## config.mk

```make
export PLATFORM = sky130hd
export DESIGN_NAME = mul_div_unit
export DESIGN_NICKNAME = d
export VERILOG_FILES = /design/src/rtl/mul_div_unit_pkg.sv /design/src/rtl/mul_div_unit_div.sv /design/src/rtl/mul_div_unit.sv
export SDC_FILE = /design/constraint.sdc
export NUM_CORES = 2
export LEC_CHECK = 0
export CORE_AREA = 2 2 360 273
export CTS_BUF_LIST = sky130_fd_sc_hd__clkbuf_4 sky130_fd_sc_hd__clkbuf_8 sky130_fd_sc_hd__clkbuf_16
export CTS_CLUSTER_DIAMETER = 120
export DETAILED_ROUTE_END_ITERATION = 12
export DIE_AREA = 0 0 362 275
export PLACE_DENSITY = 0.89
export SYNTH_ARGS = -nofsm -noshare
export SYNTH_HDL_FRONTEND = slang
export SYNTH_SLANG_ARGS = --single-unit
```

## constraint.sdc

```tcl
create_clock -name aclk -period 18.56 [get_ports aclk]
set_input_delay 3.712 -clock aclk [delete_from_list [all_inputs] [get_ports aclk]]
set_output_delay 3.712 -clock aclk [all_outputs]
set_load 0.02 [all_outputs]
```

## src/rtl/mul_div_unit_pkg.sv

```systemverilog
// mul_div_unit_pkg: operation and FSM state encodings shared by the multiply/divide unit
package mul_div_unit_pkg;
  typedef enum logic [3:0] {
    MDU_NOP = 4'd0, MDU_MULT, MDU_MULTU, MDU_MADD, MDU_MADDU,
    MDU_MSUB, MDU_MSUBU, MDU_DIV, MDU_DIVU
  } mdu_op_e;
  typedef enum logic [2:0] {ST_IDLE, ST_MUL, ST_DIV, ST_FIX, ST_DONE} mdu_state_e;
  function automatic logic op_known(input logic [3:0] op);
    return op inside {MDU_MULT, MDU_MULTU, MDU_MADD, MDU_MADDU, MDU_MSUB, MDU_MSUBU, MDU_DIV, MDU_DIVU};
  endfunction
  function automatic logic op_signed(input logic [3:0] op);
    return op inside {MDU_MULT, MDU_MADD, MDU_MSUB, MDU_DIV};
  endfunction
  function automatic logic op_div(input logic [3:0] op);
    return op inside {MDU_DIV, MDU_DIVU};
  endfunction
  function automatic logic op_acc(input logic [3:0] op);
    return op inside {MDU_MADD, MDU_MADDU, MDU_MSUB, MDU_MSUBU};
  endfunction
  function automatic logic op_sub(input logic [3:0] op);
    return op inside {MDU_MSUB, MDU_MSUBU};
  endfunction
endpackage

```

## src/rtl/mul_div_unit_div.sv

```systemverilog
// mdu_div: radix-2 restoring divider core, one quotient bit per cycle on operand magnitudes
module mdu_div #(
  parameter int DW = 32
) (
  input  logic          aclk,
  input  logic          aresetn,
  input  logic          i_start,
  input  logic          i_signed,
  input  logic          i_abort,
  input  logic [DW-1:0] i_dividend,
  input  logic [DW-1:0] i_divisor,
  output logic [DW-1:0] o_quotient,
  output logic [DW-1:0] o_remainder,
  output logic          o_done
);
  localparam int CW = $clog2(DW);
  logic [DW-1:0] r_q, r_rem, r_d;
  logic [CW-1:0] r_cnt;
  logic          r_run, r_negq, r_negr;
  logic [DW:0]   w_sh, w_diff;
  assign w_sh   = {r_rem, r_q[DW-1]};
  assign w_diff = w_sh - {1'b0, r_d};
  always_ff @(posedge aclk or negedge aresetn) begin
    if (!aresetn) begin
      r_q    <= '0;
      r_rem  <= '0;
      r_d    <= '0;
      r_cnt  <= '0;
      r_run  <= 1'b0;
      r_negq <= 1'b0;
      r_negr <= 1'b0;
    end else if (i_start) begin
      r_q    <= (i_signed & i_dividend[DW-1]) ? -i_dividend : i_dividend;
      r_d    <= (i_signed & i_divisor[DW-1]) ? -i_divisor : i_divisor;
      r_rem  <= '0;
      r_cnt  <= CW'(DW - 1);
      r_run  <= 1'b1;
      r_negq <= i_signed & (i_dividend[DW-1] ^ i_divisor[DW-1]);
      r_negr <= i_signed & i_dividend[DW-1];
    end else if (i_abort) begin
      r_run <= 1'b0;
    end else if (r_run) begin
      r_rem <= w_diff[DW] ? w_sh[DW-1:0] : w_diff[DW-1:0];
      r_q   <= {r_q[DW-2:0], ~w_diff[DW]};
      r_cnt <= r_cnt - 1'b1;
      r_run <= r_cnt != '0;
    end
  end
  // done marks the final iteration; magnitudes are settled from the next cycle on
  assign o_done      = r_run & (r_cnt == '0);
  assign o_quotient  = r_negq ? -r_q : r_q;
  assign o_remainder = r_negr ? -r_rem : r_rem;
endmodule

```

## src/rtl/mul_div_unit.sv

```systemverilog
// mul_div_unit: pipelined multiply/multiply-accumulate and iterative divide for HI/LO results
module mul_div_unit
  import mul_div_unit_pkg::*;
#(
  parameter int DW         = 32,
  parameter int MUL_STAGES = 2
) (
  input  logic          aclk,
  input  logic          aresetn,
  input  logic [3:0]    op,
  input  logic          valid,
  output logic          ready,
  input  logic [DW-1:0] opr1,
  input  logic [DW-1:0] opr2,
  input  logic [DW-1:0] hi_i,
  input  logic [DW-1:0] lo_i,
  input  logic          flush,
  output logic          res_valid,
  output logic [DW-1:0] res_hi,
  output logic [DW-1:0] res_lo,
  output logic          busy
);
  localparam int H  = DW / 2;
  localparam int PS = (MUL_STAGES > 1) ? MUL_STAGES - 1 : 1;
  typedef struct packed {
    logic [DW-1:0]   ll, lh, hl, hh;
    logic            neg, acc_en, sub;
    logic [2*DW-1:0] acc;
  } ms_t;
  mdu_state_e      r_state, w_next;
  logic [1:0]      r_mcnt;
  ms_t             r_ms [PS];
  ms_t             w_ms_in, w_ms;
  logic            w_accept, w_sgn, w_div0, w_div_done;
  logic [DW-1:0]   w_a, w_b, w_quot, w_rem;
  logic [2*DW-1:0] w_prod, w_sprod, w_mul_res, w_res_nxt, r_res;
  assign w_accept = valid & ready & ~flush & op_known(op);
  assign w_sgn    = op_signed(op);
  assign w_div0   = opr2 == '0;
  assign w_a      = (w_sgn & opr1[DW-1]) ? -opr1 : opr1;
  assign w_b      = (w_sgn & opr2[DW-1]) ? -opr2 : opr2;
  always_comb begin
    w_ms_in.ll     = DW'(w_a[H-1:0]) * DW'(w_b[H-1:0]);
    w_ms_in.lh     = DW'(w_a[H-1:0]) * DW'(w_b[DW-1:H]);
    w_ms_in.hl     = DW'(w_a[DW-1:H]) * DW'(w_b[H-1:0]);
    w_ms_in.hh     = DW'(w_a[DW-1:H]) * DW'(w_b[DW-1:H]);
    w_ms_in.neg    = w_sgn & (opr1[DW-1] ^ opr2[DW-1]);
    w_ms_in.acc_en = op_acc(op);
    w_ms_in.sub    = op_sub(op);
    w_ms_in.acc    = {hi_i, lo_i};
  end
  // partial products ride MUL_STAGES-1 registers; the result register is the last stage
  always_ff @(posedge aclk or negedge aresetn) begin
    if (!aresetn) begin
      for (int i = 0; i < PS; i++) r_ms[i] <= '0;
    end else begin
      if (w_accept) r_ms[0] <= w_ms_in;
      for (int i = 1; i < PS; i++) r_ms[i] <= r_ms[i-1];
    end
  end
  assign w_ms      = (MUL_STAGES == 1) ? w_ms_in : r_ms[PS-1];
  assign w_prod    = {w_ms.hh, w_ms.ll} + {{H{1'b0}}, w_ms.lh, {H{1'b0}}} + {{H{1'b0}}, w_ms.hl, {H{1'b0}}};
  assign w_sprod   = w_ms.neg ? -w_prod : w_prod;
  assign w_mul_res = !w_ms.acc_en ? w_sprod : w_ms.sub ? w_ms.acc - w_sprod : w_ms.acc + w_sprod;
  mdu_div #(.DW(DW)) u_div (
    .aclk        (aclk),
    .aresetn     (aresetn),
    .i_start     (w_accept & op_div(op) & ~w_div0),
    .i_signed    (w_sgn),
    .i_abort     (flush),
    .i_dividend  (opr1),
    .i_divisor   (opr2),
    .o_quotient  (w_quot),
    .o_remainder (w_rem),
    .o_done      (w_div_done)
  );
  always_ff @(posedge aclk or negedge aresetn) begin
    if (!aresetn) r_state <= ST_IDLE;
    else r_state <= w_next;
  end
  always_comb begin
    w_next = ST_IDLE;
    unique case (r_state)
      ST_IDLE: w_next = !w_accept ? ST_IDLE : op_div(op) ? (w_div0 ? ST_DONE : ST_DIV) :
                        (MUL_STAGES == 1) ? ST_DONE : ST_MUL;
      ST_MUL:  w_next = flush ? ST_IDLE : (r_mcnt == 2'(MUL_STAGES - 2)) ? ST_DONE : ST_MUL;
      ST_DIV:  w_next = flush ? ST_IDLE : w_div_done ? ST_FIX : ST_DIV;
      ST_FIX:  w_next = flush ? ST_IDLE : ST_DONE;
      default: w_next = ST_IDLE;
    endcase
  end
  always_comb begin
    ready     = r_state == ST_IDLE;
    busy      = r_state != ST_IDLE && r_state != ST_DONE;
    res_valid = r_state == ST_DONE && !flush;
  end
  always_ff @(posedge aclk or negedge aresetn) begin
    if (!aresetn) r_mcnt <= '0;
    else r_mcnt <= (r_state == ST_MUL) ? r_mcnt + 1'b1 : '0;
  end
  // divide-by-zero resolves at accept; otherwise the result lands on entry to DONE
  assign w_res_nxt = (r_state == ST_FIX) ? {w_rem, w_quot} :
                     (r_state == ST_IDLE && op_div(op)) ? {opr1, {DW{1'b1}}} : w_mul_res;
  always_ff @(posedge aclk or negedge aresetn) begin
    if (!aresetn) r_res <= '0;
    else if (w_next == ST_DONE) r_res <= w_res_nxt;
  end
  assign {res_hi, res_lo} = r_res;
endmodule

```

==> impl_metrics.yaml <==
layout:
  final_cell_mix: "1106 x nand2_1, 1040 x inv_1, 811 x fa_1"
  drive_gt1_share_pct: 6.25
  fin_cells: 8758
  final_common_cell: "nand2_1"
  area_growth_syn_to_layout_pct: 8.78
  post-route-util_pct: 70.0
  nFillCells: 7586
  nNetsFinal: 8958
synth:
  syn_avg_cell_area_sq_um: 8.34
  synth_cell_types: 102
  yosys_most_used_dff: "dfrtp_1"
  synth-seq-cells: 368
  syn_inst: 7429
  synth_fp_nets: 8926
  synth_edf_count: 0
  syn_area_sq_um: 62000
  async_flop_share_pct: 100
  synth_warnings: 0
  yosysSeqAreaShare_pct: 14.9
setup_path:
  cp-start-kind: "input port"
  cp.arrival_ns: 15.36
  cp_data_required_time_ns: 19.03
  cp-end-kind: "flip-flop"
  r2r_cells: 29
  r2r-start: "r_ms[180]"
  max_stage_delay_ns: 0.91
  timing.rr.end: "r_res[52]"
  crit_top_cell: "fa_1"
  crit_type: "in -> reg"
  crit_path_top_delay_cell: "xor2_2"
  crit_fanout: 15
  worst-r2r-setup-slack_ns: 8.64
die:
  die_w_um: 362
  die_h_um: 275
  start_util_pct: 64.4
  core_area_sq_um: 96200
  io-pin-count: 203
  num_rows: 99
  fp.dieArea_sq_um: 99600
timing:
  slew_viol_final: 0
  worst_pin_slew_ns: 1.47
  timing.final.crit_period_ns: 14.88
  setup_viol_count_final: 0
  max_freq_mhz: 67.2
  hold_viol_final: 0
  rsz0062_at_grt: "false"
  timing.hold.ws_ns: 0.432
  fin_crit_sh_pct: 80.2
  max_slew_margin_pct: 1.29
  finClkSkew_ns: 0.0418
  tns_ns: 0
clocking:
  postCtsHoldBufs: 0
  cts_setup_buffers: 0
  cts_tree: "yes"
  clk_latency_ns: 0.64
  numClockSinks: 368
  cts_buffers: 43
  cts_max_path_buffers: 3
  htreeDepth: 2
  root_buffer: "clkbuf_16"
  post_cts_resized: 0
  clk_pin_slew_ns: 0.07
place:
  placed_cells: 8678
  portBuffers: 202
  dp_hpwl_mm: 179
  gp_congestion: 1.05
global_route:
  grt_pass1_wl_mm: 338
  grt_overflow_total: 0
  grt_max_degree: 114
  first_global_vias: 55200
  grtUsageTotal_pct: 45.5
  antenna_found_initial: 14
min_path:
  hold_path.class: "reg -> reg"
  min_to: "r_mcnt[0]"
  holdPathStages: 1
  worstHoldStart: "r_mcnt[0]"
detailed_routing:
  vias: 55900
  firstDrtPassIters: 9
  drc: 0
  drt-total-wl_mm: 224
  wl_per_cell_um: 25.6
  ant_nets: 0
  viasPerCell: 6.39
  drtIter0Drc: 7222
status:
  violations: "max-capacitance violations"
  status: "finished with violations"
flow_run:
  maxCapViolCount: 1
## synth_stat cells, types with 11 or more instances
| cell | count | area (sq um) |
|---|---|---|
| nand2_1 | 1106 | 4150 |
| inv_1 | 1040 | 3900 |
| fa_1 | 811 | 16200 |
| nor2_1 | 706 | 2650 |
| ha_1 | 550 | 6880 |
| o21ai_0 | 405 | 2030 |
| dfrtp_1 | 368 | 9210 |
| a21oi_1 | 323 | 1620 |
| clkbuf_1 | 315 | 1180 |
| xnor2_1 | 312 | 2730 |
| xor2_1 | 215 | 1880 |
| nor3_1 | 96 | 480 |
| nand3_1 | 89 | 445 |
| mux2_2 | 87 | 980 |
| a21o_1 | 82 | 616 |
| a31oi_1 | 66 | 413 |
| o31ai_1 | 61 | 458 |
| or3_1 | 45 | 282 |
| o21bai_1 | 43 | 323 |
| a211oi_1 | 41 | 308 |
| nand2b_1 | 41 | 257 |
| o211ai_1 | 39 | 293 |
| and2_1 | 37 | 231 |
| o21a_1 | 37 | 278 |
| nand4_1 | 35 | 219 |
| mux2i_1 | 34 | 340 |
| nor2b_1 | 31 | 194 |
| o22ai_1 | 30 | 188 |
| or2_2 | 26 | 163 |
| or4_1 | 25 | 188 |
| nor4_1 | 22 | 138 |
| o41ai_1 | 22 | 193 |
| and3_1 | 21 | 131 |
| buf_1 | 19 | 71.3 |
| buf_2 | 18 | 90.1 |
| nor3b_1 | 16 | 120 |
| o2111ai_1 | 14 | 123 |
| a41oi_1 | 11 | 96.3 |
## registers in the layout (all words and copies together) (netlist names), 2 cells and up
signal,cells
r_state,3
u_div.r_cnt,5
u_div.r_q,32
r_res,64
r_ms,195
u_div.r_rem,32
r_mcnt,2
u_div.r_d,32
## area by class of cell
class | count | area, sq um | share of cell area (%)
clock buffer | 55 | 1210 | 1.79
tap | 1262 | 1580 | 2.34
clock inverter | 21 | 243 | 0.360
inverter | 1043 | 3920 | 5.81
timing repair buffer | 345 | 3100 | 4.60
antenna | 4 | 10.0 | 0.0148
multi-input combinational | 5660 | 48100 | 71.4
sequential | 368 | 9210 | 13.7
## worst max-delay path, delay by kind of cell
family / cells / cell delay (ns)
AOI/OAI and AO/OA: 11 / 3.46
xor gates and xnor gates: 2 / 1.04
adders and majority gates: 7 / 3.40
buffers and inverters: 7 / 1.30
and+or+nand+nor: 8 / 2.45
## logic make-up after synthesis
group           share of synthesized area [%]
mux                                      2.13
fa+ha+maj                                37.3
simple gates                             16.5
flops                                    14.9
xor+xnor                                 7.53
compound gates                           13.1
buf+inv                                  8.58
## stage by stage
| step | setup WS [ns] | cell area, sq um |
|---|---|---|
| 5_1_grt | 3.09 | 67400 |
| 3_5_place_dp | 3.41 | 65900 |
| 2_1_floorplan | 6.05 | 62000 |
| 6_report | 3.68 | 67400 |
| 3_3_place_gp | 3.64 | 65900 |
| 4_1_cts | 4.02 | 67400 |
## metal layers
metal	vias to the layer above	routed length [um]	GRT usage [%]
li1	24100	-	-
met1	27400	85700	61.3
met2	3623	91500	64.6
met3	782	33100	16.5
met4	12	14100	23.0
met5	-	96	0
## how the worst max path moves through the flow
stage	from	endpoint	slack, ns
floorplan	opr1[0]	r_ms[130]	6.05
global placement	opr1[3]	r_ms[129]	3.64
detailed placement	opr1[3]	r_ms[130]	3.41
CTS	opr1[3]	r_ms[130]	4.02
global route	opr1[3]	r_ms[130]	3.09
finish	opr1[3]	r_ms[130]	3.68
Power is not shown: default switching activity piles up to over one toggle a cycle in this logic, so the estimate is an artifact.
